--- src/rtl/wb_video_ctrl_v2_if.sv ---
// Wishbone slave bus bundle for the video control block.
interface wb_video_ctrl_v2_if;
  logic [7:0] wb_adr_i;
  logic [7:0] wb_dat_i;
  logic [7:0] wb_dat_o;
  logic       wb_cyc_i;
  logic       wb_stb_i;
  logic       wb_we_i;
  logic       wb_ack_o;

  modport slave (
    input  wb_adr_i, wb_dat_i, wb_cyc_i, wb_stb_i, wb_we_i,
    output wb_dat_o, wb_ack_o
  );

  modport master (
    output wb_adr_i, wb_dat_i, wb_cyc_i, wb_stb_i, wb_we_i,
    input  wb_dat_o, wb_ack_o
  );
endinterface

--- src/rtl/wb_video_ctrl_v2.sv ---
// Wishbone control slave for the video path: shadow/active display state committed at frame start,
// cursor blink and per-frame interrupt. Optional macro VIDEO_CTRL_AUTOCOMMIT_EN enables CTRL bit3 autocommit.
module wb_video_ctrl_v2 #(
  parameter logic [7:0] BASE_ADDR    = 8'h10,
  parameter int         COLS         = 80,
  parameter int         ROWS         = 30,
  parameter int         BLINK_FRAMES = 30,
  parameter logic [7:0] VERSION      = 8'h03
) (
  input  logic                     clk,
  input  logic                     rst_n,
  wb_video_ctrl_v2_if.slave        wb,
  input  logic                     frame_start_i,
  input  logic                     vblank_i,
  output logic [1:0]               pattern_mode_o,
  output logic [7:0]               cursor_x_o,
  output logic [7:0]               cursor_y_o,
  output logic [7:0]               scroll_y_o,
  output logic                     cursor_vis_o,
  output logic                     irq_o
);

`ifdef VIDEO_CTRL_AUTOCOMMIT_EN
  localparam logic [7:0] CTRL_MASK = 8'h0F;
`else
  localparam logic [7:0] CTRL_MASK = 8'h07;
`endif

  function automatic logic [7:0] clamp_lim(input logic [7:0] v, input int lim);
    return (int'(v) >= lim) ? 8'(lim - 1) : v;
  endfunction

  logic       ack_q;
  logic [7:0] dat_q;
  logic [1:0] sh_mode_q, ac_mode_q;
  logic [7:0] sh_x_q, sh_y_q, sh_scroll_q;
  logic [7:0] ac_x_q, ac_y_q, ac_scroll_q;
  logic [7:0] ctrl_q;
  logic [7:0] bcnt_q;
  logic       phase_q;
  logic [7:0] fcnt_q;
  logic       irq_q;
  logic       cp_q;

  logic       acc, wr;
  logic [3:0] off;
  logic [7:0] wdat, rd_data;
  logic       wr_mode, wr_x, wr_y, wr_scroll, wr_ctrl, wr_status, wr_commit;
  logic       autocommit, arm, blink_en_nxt;
  logic       unused_ok;

  // Upper address bits are decoded by the interconnect.
  assign unused_ok = ^{wb.wb_adr_i[7:4], BASE_ADDR};

  assign acc  = wb.wb_cyc_i & wb.wb_stb_i & ~ack_q;
  assign wr   = acc & wb.wb_we_i;
  assign off  = wb.wb_adr_i[3:0];
  assign wdat = wb.wb_dat_i;

  assign wr_mode   = wr && (off == 4'h0);
  assign wr_x      = wr && (off == 4'h2);
  assign wr_y      = wr && (off == 4'h3);
  assign wr_scroll = wr && (off == 4'h4);
  assign wr_ctrl   = wr && (off == 4'h5);
  assign wr_status = wr && (off == 4'h6);
  assign wr_commit = wr && (off == 4'h7);

`ifdef VIDEO_CTRL_AUTOCOMMIT_EN
  assign autocommit = ctrl_q[3];
`else
  assign autocommit = 1'b0;
`endif

  assign arm = wr_commit | (autocommit & (wr_mode | wr_x | wr_y | wr_scroll));

  // A CTRL write takes effect on the blink logic in the same cycle it lands.
  assign blink_en_nxt = wr_ctrl ? wdat[1] : ctrl_q[1];

  always_comb begin
    rd_data = 8'h00;
    case (off)
      4'h0:    rd_data = {cp_q, 5'b0, sh_mode_q};
      4'h1:    rd_data = VERSION;
      4'h2:    rd_data = sh_x_q;
      4'h3:    rd_data = sh_y_q;
      4'h4:    rd_data = sh_scroll_q;
      4'h5:    rd_data = ctrl_q;
      4'h6:    rd_data = {5'b0, cp_q, vblank_i, irq_q};
      4'h8:    rd_data = fcnt_q;
      default: rd_data = 8'h00;
    endcase
  end

  always_ff @(posedge clk or negedge rst_n) begin
    if (!rst_n) begin
      ack_q       <= 1'b0;
      dat_q       <= 8'h00;
      sh_mode_q   <= 2'd3;
      ac_mode_q   <= 2'd3;
      sh_x_q      <= 8'h00;
      sh_y_q      <= 8'h00;
      sh_scroll_q <= 8'h00;
      ac_x_q      <= 8'h00;
      ac_y_q      <= 8'h00;
      ac_scroll_q <= 8'h00;
      ctrl_q      <= 8'h03;
      bcnt_q      <= 8'h00;
      phase_q     <= 1'b1;
      fcnt_q      <= 8'h00;
      irq_q       <= 1'b0;
      cp_q        <= 1'b0;
    end else begin
      ack_q <= acc;
      if (acc) dat_q <= rd_data;

      if (wr_mode)   sh_mode_q   <= wdat[1:0];
      if (wr_x)      sh_x_q      <= clamp_lim(wdat, COLS);
      if (wr_y)      sh_y_q      <= clamp_lim(wdat, ROWS);
      if (wr_scroll) sh_scroll_q <= clamp_lim(wdat, ROWS);
      if (wr_ctrl)   ctrl_q      <= wdat & CTRL_MASK;

      // Active state only moves at a frame boundary, using pre-write shadow values.
      if (frame_start_i && cp_q) begin
        ac_mode_q   <= sh_mode_q;
        ac_x_q      <= sh_x_q;
        ac_y_q      <= sh_y_q;
        ac_scroll_q <= sh_scroll_q;
      end
      cp_q  <= arm | (cp_q & ~frame_start_i);
      irq_q <= frame_start_i | (irq_q & ~(wr_status & wdat[0]));

      if (frame_start_i) fcnt_q <= fcnt_q + 8'd1;

      if (!blink_en_nxt) begin
        bcnt_q  <= 8'h00;
        phase_q <= 1'b1;
      end else if (frame_start_i) begin
        if (bcnt_q == 8'(BLINK_FRAMES - 1)) begin
          bcnt_q  <= 8'h00;
          phase_q <= ~phase_q;
        end else begin
          bcnt_q <= bcnt_q + 8'd1;
        end
      end
    end
  end

  assign wb.wb_ack_o    = ack_q;
  assign wb.wb_dat_o    = dat_q;
  assign pattern_mode_o = ac_mode_q;
  assign cursor_x_o     = ac_x_q;
  assign cursor_y_o     = ac_y_q;
  assign scroll_y_o     = ac_scroll_q;
  assign cursor_vis_o   = ctrl_q[0] & phase_q;
  assign irq_o          = irq_q & ctrl_q[2];

endmodule

--- src/flat_wrapper.sv ---
// flat-port wrapper written by rule: the top's interface ports become plain ports
module wb_video_ctrl_v2_flat 
#(
  parameter logic [7:0] BASE_ADDR    = 8'h10,
  parameter int         COLS         = 80,
  parameter int         ROWS         = 30,
  parameter int         BLINK_FRAMES = 30,
  parameter logic [7:0] VERSION      = 8'h03
)
  (clk, rst_n, frame_start_i, vblank_i, pattern_mode_o, cursor_x_o, cursor_y_o, scroll_y_o, cursor_vis_o, irq_o, wb_wb_adr_i, wb_wb_dat_i, wb_wb_cyc_i, wb_wb_stb_i, wb_wb_we_i, wb_wb_dat_o, wb_wb_ack_o);
  wb_video_ctrl_v2_if wb_i ();
  input  logic clk;
  input  logic rst_n;
  input  logic frame_start_i;
  input  logic vblank_i;
  output logic [1:0] pattern_mode_o;
  output logic [7:0] cursor_x_o;
  output logic [7:0] cursor_y_o;
  output logic [7:0] scroll_y_o;
  output logic cursor_vis_o;
  output logic irq_o;
  input wire logic [$bits(wb_i.wb_adr_i)-1:0] wb_wb_adr_i;
  input wire logic [$bits(wb_i.wb_dat_i)-1:0] wb_wb_dat_i;
  input wire logic [$bits(wb_i.wb_cyc_i)-1:0] wb_wb_cyc_i;
  input wire logic [$bits(wb_i.wb_stb_i)-1:0] wb_wb_stb_i;
  input wire logic [$bits(wb_i.wb_we_i)-1:0] wb_wb_we_i;
  output wire logic [$bits(wb_i.wb_dat_o)-1:0] wb_wb_dat_o;
  output wire logic [$bits(wb_i.wb_ack_o)-1:0] wb_wb_ack_o;
  assign wb_i.wb_adr_i = wb_wb_adr_i;
  assign wb_i.wb_dat_i = wb_wb_dat_i;
  assign wb_i.wb_cyc_i = wb_wb_cyc_i;
  assign wb_i.wb_stb_i = wb_wb_stb_i;
  assign wb_i.wb_we_i = wb_wb_we_i;
  assign wb_wb_dat_o = wb_i.wb_dat_o;
  assign wb_wb_ack_o = wb_i.wb_ack_o;
  wb_video_ctrl_v2 #(.BASE_ADDR(BASE_ADDR), .COLS(COLS), .ROWS(ROWS), .BLINK_FRAMES(BLINK_FRAMES), .VERSION(VERSION)) u_core (.clk(clk), .rst_n(rst_n), .wb(wb_i), .frame_start_i(frame_start_i), .vblank_i(vblank_i), .pattern_mode_o(pattern_mode_o), .cursor_x_o(cursor_x_o), .cursor_y_o(cursor_y_o), .scroll_y_o(scroll_y_o), .cursor_vis_o(cursor_vis_o), .irq_o(irq_o));
endmodule
--- config.mk ---
export PLATFORM = sky130hd
export DESIGN_NAME = wb_video_ctrl_v2_flat
export DESIGN_NICKNAME = d
export VERILOG_FILES = /design/src/rtl/wb_video_ctrl_v2_if.sv /design/src/rtl/wb_video_ctrl_v2.sv /design/src/flat_wrapper.sv
export SDC_FILE = /design/constraint.sdc
export NUM_CORES = 1
export LEC_CHECK = 0
export CORE_UTILIZATION = 55
export CTS_BUF_LIST = sky130_fd_sc_hd__clkbuf_8
export DETAILED_ROUTE_END_ITERATION = 8
export GPL_TIMING_DRIVEN = 0
export PLACE_DENSITY = 0.92
export SETUP_SLACK_MARGIN = 0.15
export SLEW_MARGIN = 10
export SYNTH_ARGS = -nofsm -noshare
export SYNTH_HDL_FRONTEND = slang
export SYNTH_SLANG_ARGS = --single-unit
--- constraint.sdc ---
create_clock -name clk -period 2.3 [get_ports clk]
set_clock_uncertainty 0.15 [all_clocks]
set_input_delay 0.46 -clock clk [delete_from_list [all_inputs] [get_ports clk]]
set_output_delay 0.46 -clock clk [all_outputs]
set_load 0.01 [all_outputs]
; Yosys cells after proc, flatten, opt, wreduce, memory -nomap -nowiden
; Cells that the tools add are included.
[op_classes]
addsub = 2
n_lt_le_gt_ge = 2
n_eq_ne = 11
n_mux = 10
bitwise = 14
n_reduce_logical = 10
[op_table]
columns = operator, count
row1 = $pmux W8 S8, 1
row2 = $mux W8, 5
row3 = $add A8 B1 Y8 const B, 2
row4 = $eq A4 B3 Y1 const B, 4
row5 = $and A1 B1 Y1, 8
row6 = $eq A4 B2 Y1 const B, 2
row7 = $eq A8 B5 Y1 const B, 1
row8 = $ge A8 B5 Y1 const B, 1
row9 = $ge A8 B7 Y1 const B, 1
row10 = $logic_and A1 B1 Y1, 8
row11 = $eq A4 B1 Y1 const B, 1
row12 = $eq A4 B4 Y1 const B, 1
row13 = $logic_not A4 Y1, 1
row14 = $mux W1, 4
row15 = $ne A2 B2 Y1 const B, 2
row16 = $not A1 Y1, 4
row17 = $or A1 B1 Y1, 2
row18 = $reduce_and A2 Y1, 1
[totals]
reg_bits = 83
in_bits = 23
output_inout_bits = 37
elab_cells = 65

; Logic depth before layout (Yosys ltp)
[logic_depth]
word_depth = 8
ltp_mapped = 7
depth_no_buf = 6

; Worst setup path before layout
; No wires, ideal clock.
[synth_path]
kind = in2reg
start = input port wb_wb_adr_i[0]
end = register u_core.sh_x_q[0]
t_arrival_ps = 1549
required_ps = 2029
setup_slack_ps = 480
path_stages = 5
path_cell_list = buf_2 > nor4b_4 > and2_1 > nand3b_1 > o22a_1
[synth_via]
elab_chain_len = 2
[synth_lines]
columns = item, line
row1 = from (decl), flat_wrapper.sv:22  ; input wire logic [$bits(wb_i.wb_adr_i)-1:0] wb_wb_adr_i;
row2 = $eq A4 B2 Y1, wb_video_ctrl_v2.sv:61  ; assign wr_x = wr && (off == 4'h2);
row3 = $logic_and A1 B1 Y1, wb_video_ctrl_v2.sv:61
row4 = to (signal assigned), wb_video_ctrl_v2.sv:117  ; if (wr_x) sh_x_q <= clamp_lim(wdat, COLS);
row5 = to (decl), wb_video_ctrl_v2.sv:36  ; logic [7:0] sh_x_q, sh_y_q, sh_scroll_q;
; Every way passes these cells.
; A chain may end at the register's enable or synchronous reset.

; Worst setup path after layout
[layout_path]
start = input port wb_wb_adr_i[1]
end = register u_core.dat_q[4], in the netlist u_core.wb.wb_dat_o[4]
[layout_via]
elab_chain_len = 2
word_cells_on_any_way = 9
classes_between = eq/ne (7) / mux (1) / reduce/logical (1)
[layout_lines]
columns = item, line
row1 = $eq A4 B4 Y1 (tied with other cells), wb_video_ctrl_v2.sv:81  ; case (off)
row2 = $pmux W8 S8 *, wb_video_ctrl_v2.sv:81
row3 = to (signal assigned), wb_video_ctrl_v2.sv:114  ; if (acc) dat_q <= rd_data;
row4 = to (decl), wb_video_ctrl_v2.sv:34  ; logic [7:0] dat_q;
; Every way passes the cells marked *; elsewhere a longest branch is shown, timed or not.

==> flow_metrics.tcl <==
set metrics [dict create \
    yosysWarningCount 0 \
    avgSynthCellArea_sq_um 11.64 \
    grt_pass1_vias 2862 \
    hold_viol_final 0 \
    fin_crit_ns 2.098 \
    routed_wl_um 8727 \
    antenna_cells 0 \
    vdd_ir_drop_max_mv 0.5178 \
    firstDrtPassIters 7 \
    top_layer "met4" \
    synth_area_leaders "dfrtp_1 50%, mux2_2 9.0%, dfstp_2 4.9%" \
    pre_cts_slack_ns -0.2660 \
    fin_cells 473 \
    grt_setup_unrepaired "false" \
    clk_pin_slew_ns 0.08 \
    synth-seq-cells 83 \
    violations "design-rule violations" \
    grt_usage_pct 26.18 \
    antenna_found_initial 0 \
    final_core_util_pct 72.38 \
    cp.required_ns 2.45 \
    cts_buffers 9 \
    critPathLaunchType "input pin" \
    cts-root-buf "clkbuf_8" \
    slew_violations 0 \
    max_stage_delay_ns 0.74 \
    post-route-drc-count 6 \
    wl_met1_um 3583 \
    overflow 0 \
    status "finished with violations" \
    final_common_cell "dfrtp_1" \
    ys_seq_area_share_pct 55.29 \
    critical_path_arrival_ns 2.24 \
    synth_area_leader_cell "dfrtp_1" \
    dr_wl_met3_um 517 \
    async_reset_ff_share_pct 100.0 \
    nNetsFinal 417 \
    die_w_um 84.82 \
    path_max_fanout 8 \
    ys.flop_type "dfrtp_1" \
    grt_start_max_net_pins 44 \
    finalSetupViolations 0 \
    cp_slowest_cell "nor4b_1" \
    worst-r2r-cell-count 7 \
    cp_cell_sequence "clkdlybuf4s50_1, nor4b_1, a22oi_1, nand2_1, a22o_1" \
    clock-sinks 83 \
    post-route-period-util_pct 91.22 \
    fmax_mhz 476.7 \
    power.leakage_nw 2.114 \
    clockBufferDepth 2 \
    cp.depth 5 \
    crit_family "simple AND/OR/NAND/NOR gates" \
    ios 60 \
    route.met2.wl_um 4400 \
    fin_tns_setup_ns 0 \
    cts_tree "built" \
    dp.cells 454 \
    drtAntennaViolNets 0 \
    synthCells 324 \
    hold_slack_ns 0.3316 \
    fin_ws_ns 0.2020 \
    tightest_slew_ns 0.7368 \
    die_h_um 84.82 \
    routedWlPerCell_um 18.45 \
    portBuffers 52 \
    gp_congestion 0.9082 \
    hold_depth 3 \
    num_vias 2928 \
    initial_core_util_pct 58.08 \
    drv_cap 0 \
    netlist_area_sq_um 3772 \
    mostFrequentLayoutCells "76 x dfrtp_1, 50 x clkdlybuf4s50_1, 32 x nand2_1" \
    syn-num-nets 350 \
    drive_gt1_share_pct 19.70 \
    grt_pass1_wl_um 14210 \
    via_per_inst 6.190 \
    areaGrowthSynthToFinish_pct 24.61 \
    dieArea_sq_um 7194 \
    hold_class "in2reg" \
    crit_type "in2reg" \
    synth.distinct_cells 55 \
    n_fill_cell 435 \
    clk_latency_ns 0.36 \
    place_hpwl_um 6292 \
    synth_edf_count 0 \
    core_area_sq_um 6495 \
    max_slew_margin_pct 50.19 \
    synth.top_cell.area_share_pct 50.41 \
    drt_iter0_markers 154 \
    h-tree-depth 3 \
    row_count 29 \
    p_per_area_nw_per_um2 756.4 \
    crit_buf_inv 1 \
    end_kind "flip-flop" \
]
-- area by class of cell --
type / instances / area, sq um / area share [%]
clock buffer: 11 / 151.4 / 3.221
timing repair buffer: 56 / 561.8 / 11.95
buffer: 16 / 96.34 / 2.050
clock inverter: 5 / 107.6 / 2.289
tap: 77 / 96.34 / 2.050
multi-input combinational: 217 / 1572 / 33.43
inverter: 8 / 30.03 / 0.6388
sequential: 83 / 2086 / 44.37
-- layer usage --
| metal | global-route usage (%) | vias up |
|---|---|---|
| li1 | - | 1307 |
| met1 | 32.78 | 1467 |
| met2 | 44.20 | 132 |
| met3 | 5.934 | 22 |
| met4 | 11.09 | 0 |
| met5 | 0 | - |
-- where the power goes --
group / internal, mW / switching [mW]
Clock: 0.786 / 0.519
Sequential: 1.62 / 0.163
Combinational: 0.246 / 0.223
Total: 2.65 / 0.905
-- synthesized netlist by cell type, types with 8 or more instances --
cell type  number
dfrtp_1        76
nand2_1        32
mux2_2         30
nor2_1         13
o21ai_0        13
nand3b_1       11
a22oi_1        10
and2_1         10
buf_2          10
nand3_1         9
inv_1           8
-- flip-flops by register name (all words and copies together), names as in the netlist --
signal / flops
u_core.bcnt_q: 8
u_core.cp_q: 1
u_core.ctrl_q: 3
u_core.cursor_x_o: 8
u_core.cursor_y_o: 8
u_core.fcnt_q: 8
u_core.irq_q: 1
u_core.pattern_mode_o: 2
u_core.phase_q: 1
u_core.scroll_y_o: 8
u_core.sh_mode_q: 2
u_core.sh_scroll_q: 8
u_core.sh_x_q: 8
u_core.sh_y_q: 8
u_core.wb.wb_ack_o: 1
u_core.wb.wb_dat_o: 8
-- through the flow --
| stage | total power, mW | area (sq um) |
|---|---|---|
| 2_1_floorplan | 2.022 | 3772 |
| 3_3_place_gp | 2.231 | 4389 |
| 3_5_place_dp | 2.273 | 4407 |
| 4_1_cts | 3.565 | 4690 |
| 5_1_grt | 3.698 | 4701 |
| 6_report | 3.556 | 4701 |
-- tightest hold or removal path: cells and delay by family --
family / cells / cell delay (ns)
buffers and inverters: 1 / 0.13
AND/OR/NAND/NOR: 1 / 0.13
XOR/XNOR: 1 / 0.07
-- repair_timing --
action                     CTS  global route
setup endpoints to repair   10            14
setup buffers                2             0
hold buffers                 1             0
resized for setup            1             5
hold endpoints to repair    40             0
-- logic make-up after synthesis --
| group | after synthesis | synth area share [%] |
|---|---|---|
| XOR/XNOR | 9 | 2.090 |
| multiplexers | 33 | 9.851 |
| buffers and inverters | 24 | 3.284 |
| AO/OA/AOI/OAI | 67 | 12.14 |
| adder cells (fa/ha/maj) | 3 | 0.9951 |
| AND/OR/NAND/NOR | 105 | 16.35 |
| flip-flops | 83 | 55.29 |
-- worst paths after layout --
| kind | to | start | slack [ns] |
|---|---|---|---|
| hold reg to reg | u_core.cursor_x_o[5]$_DFFE_PN0P_ | u_core.cursor_x_o[5]$_DFFE_PN0P_ | 0.34 |
| max in group asynchronous | u_core.pattern_mode_o[0]$_DFFE_PN1P_ | rst_n | 0.87 |
| setup / recovery | u_core.wb.wb_dat_o[4]$_DFFE_PN0N_ | wb_wb_adr_i[1] | 0.20 |
| setup reg to reg | u_core.phase_q$_DFFE_PN1P_ | u_core.bcnt_q[1]$_DFFE_PN0P_ | 0.43 |
| hold / removal | u_core.fcnt_q[4]$_DFFE_PN0P_ | frame_start_i | 0.33 |
| min in group asynchronous | u_core.scroll_y_o[4]$_DFFE_PN0P_ | rst_n | 0.46 |
(Power assumes the default switching activity.)
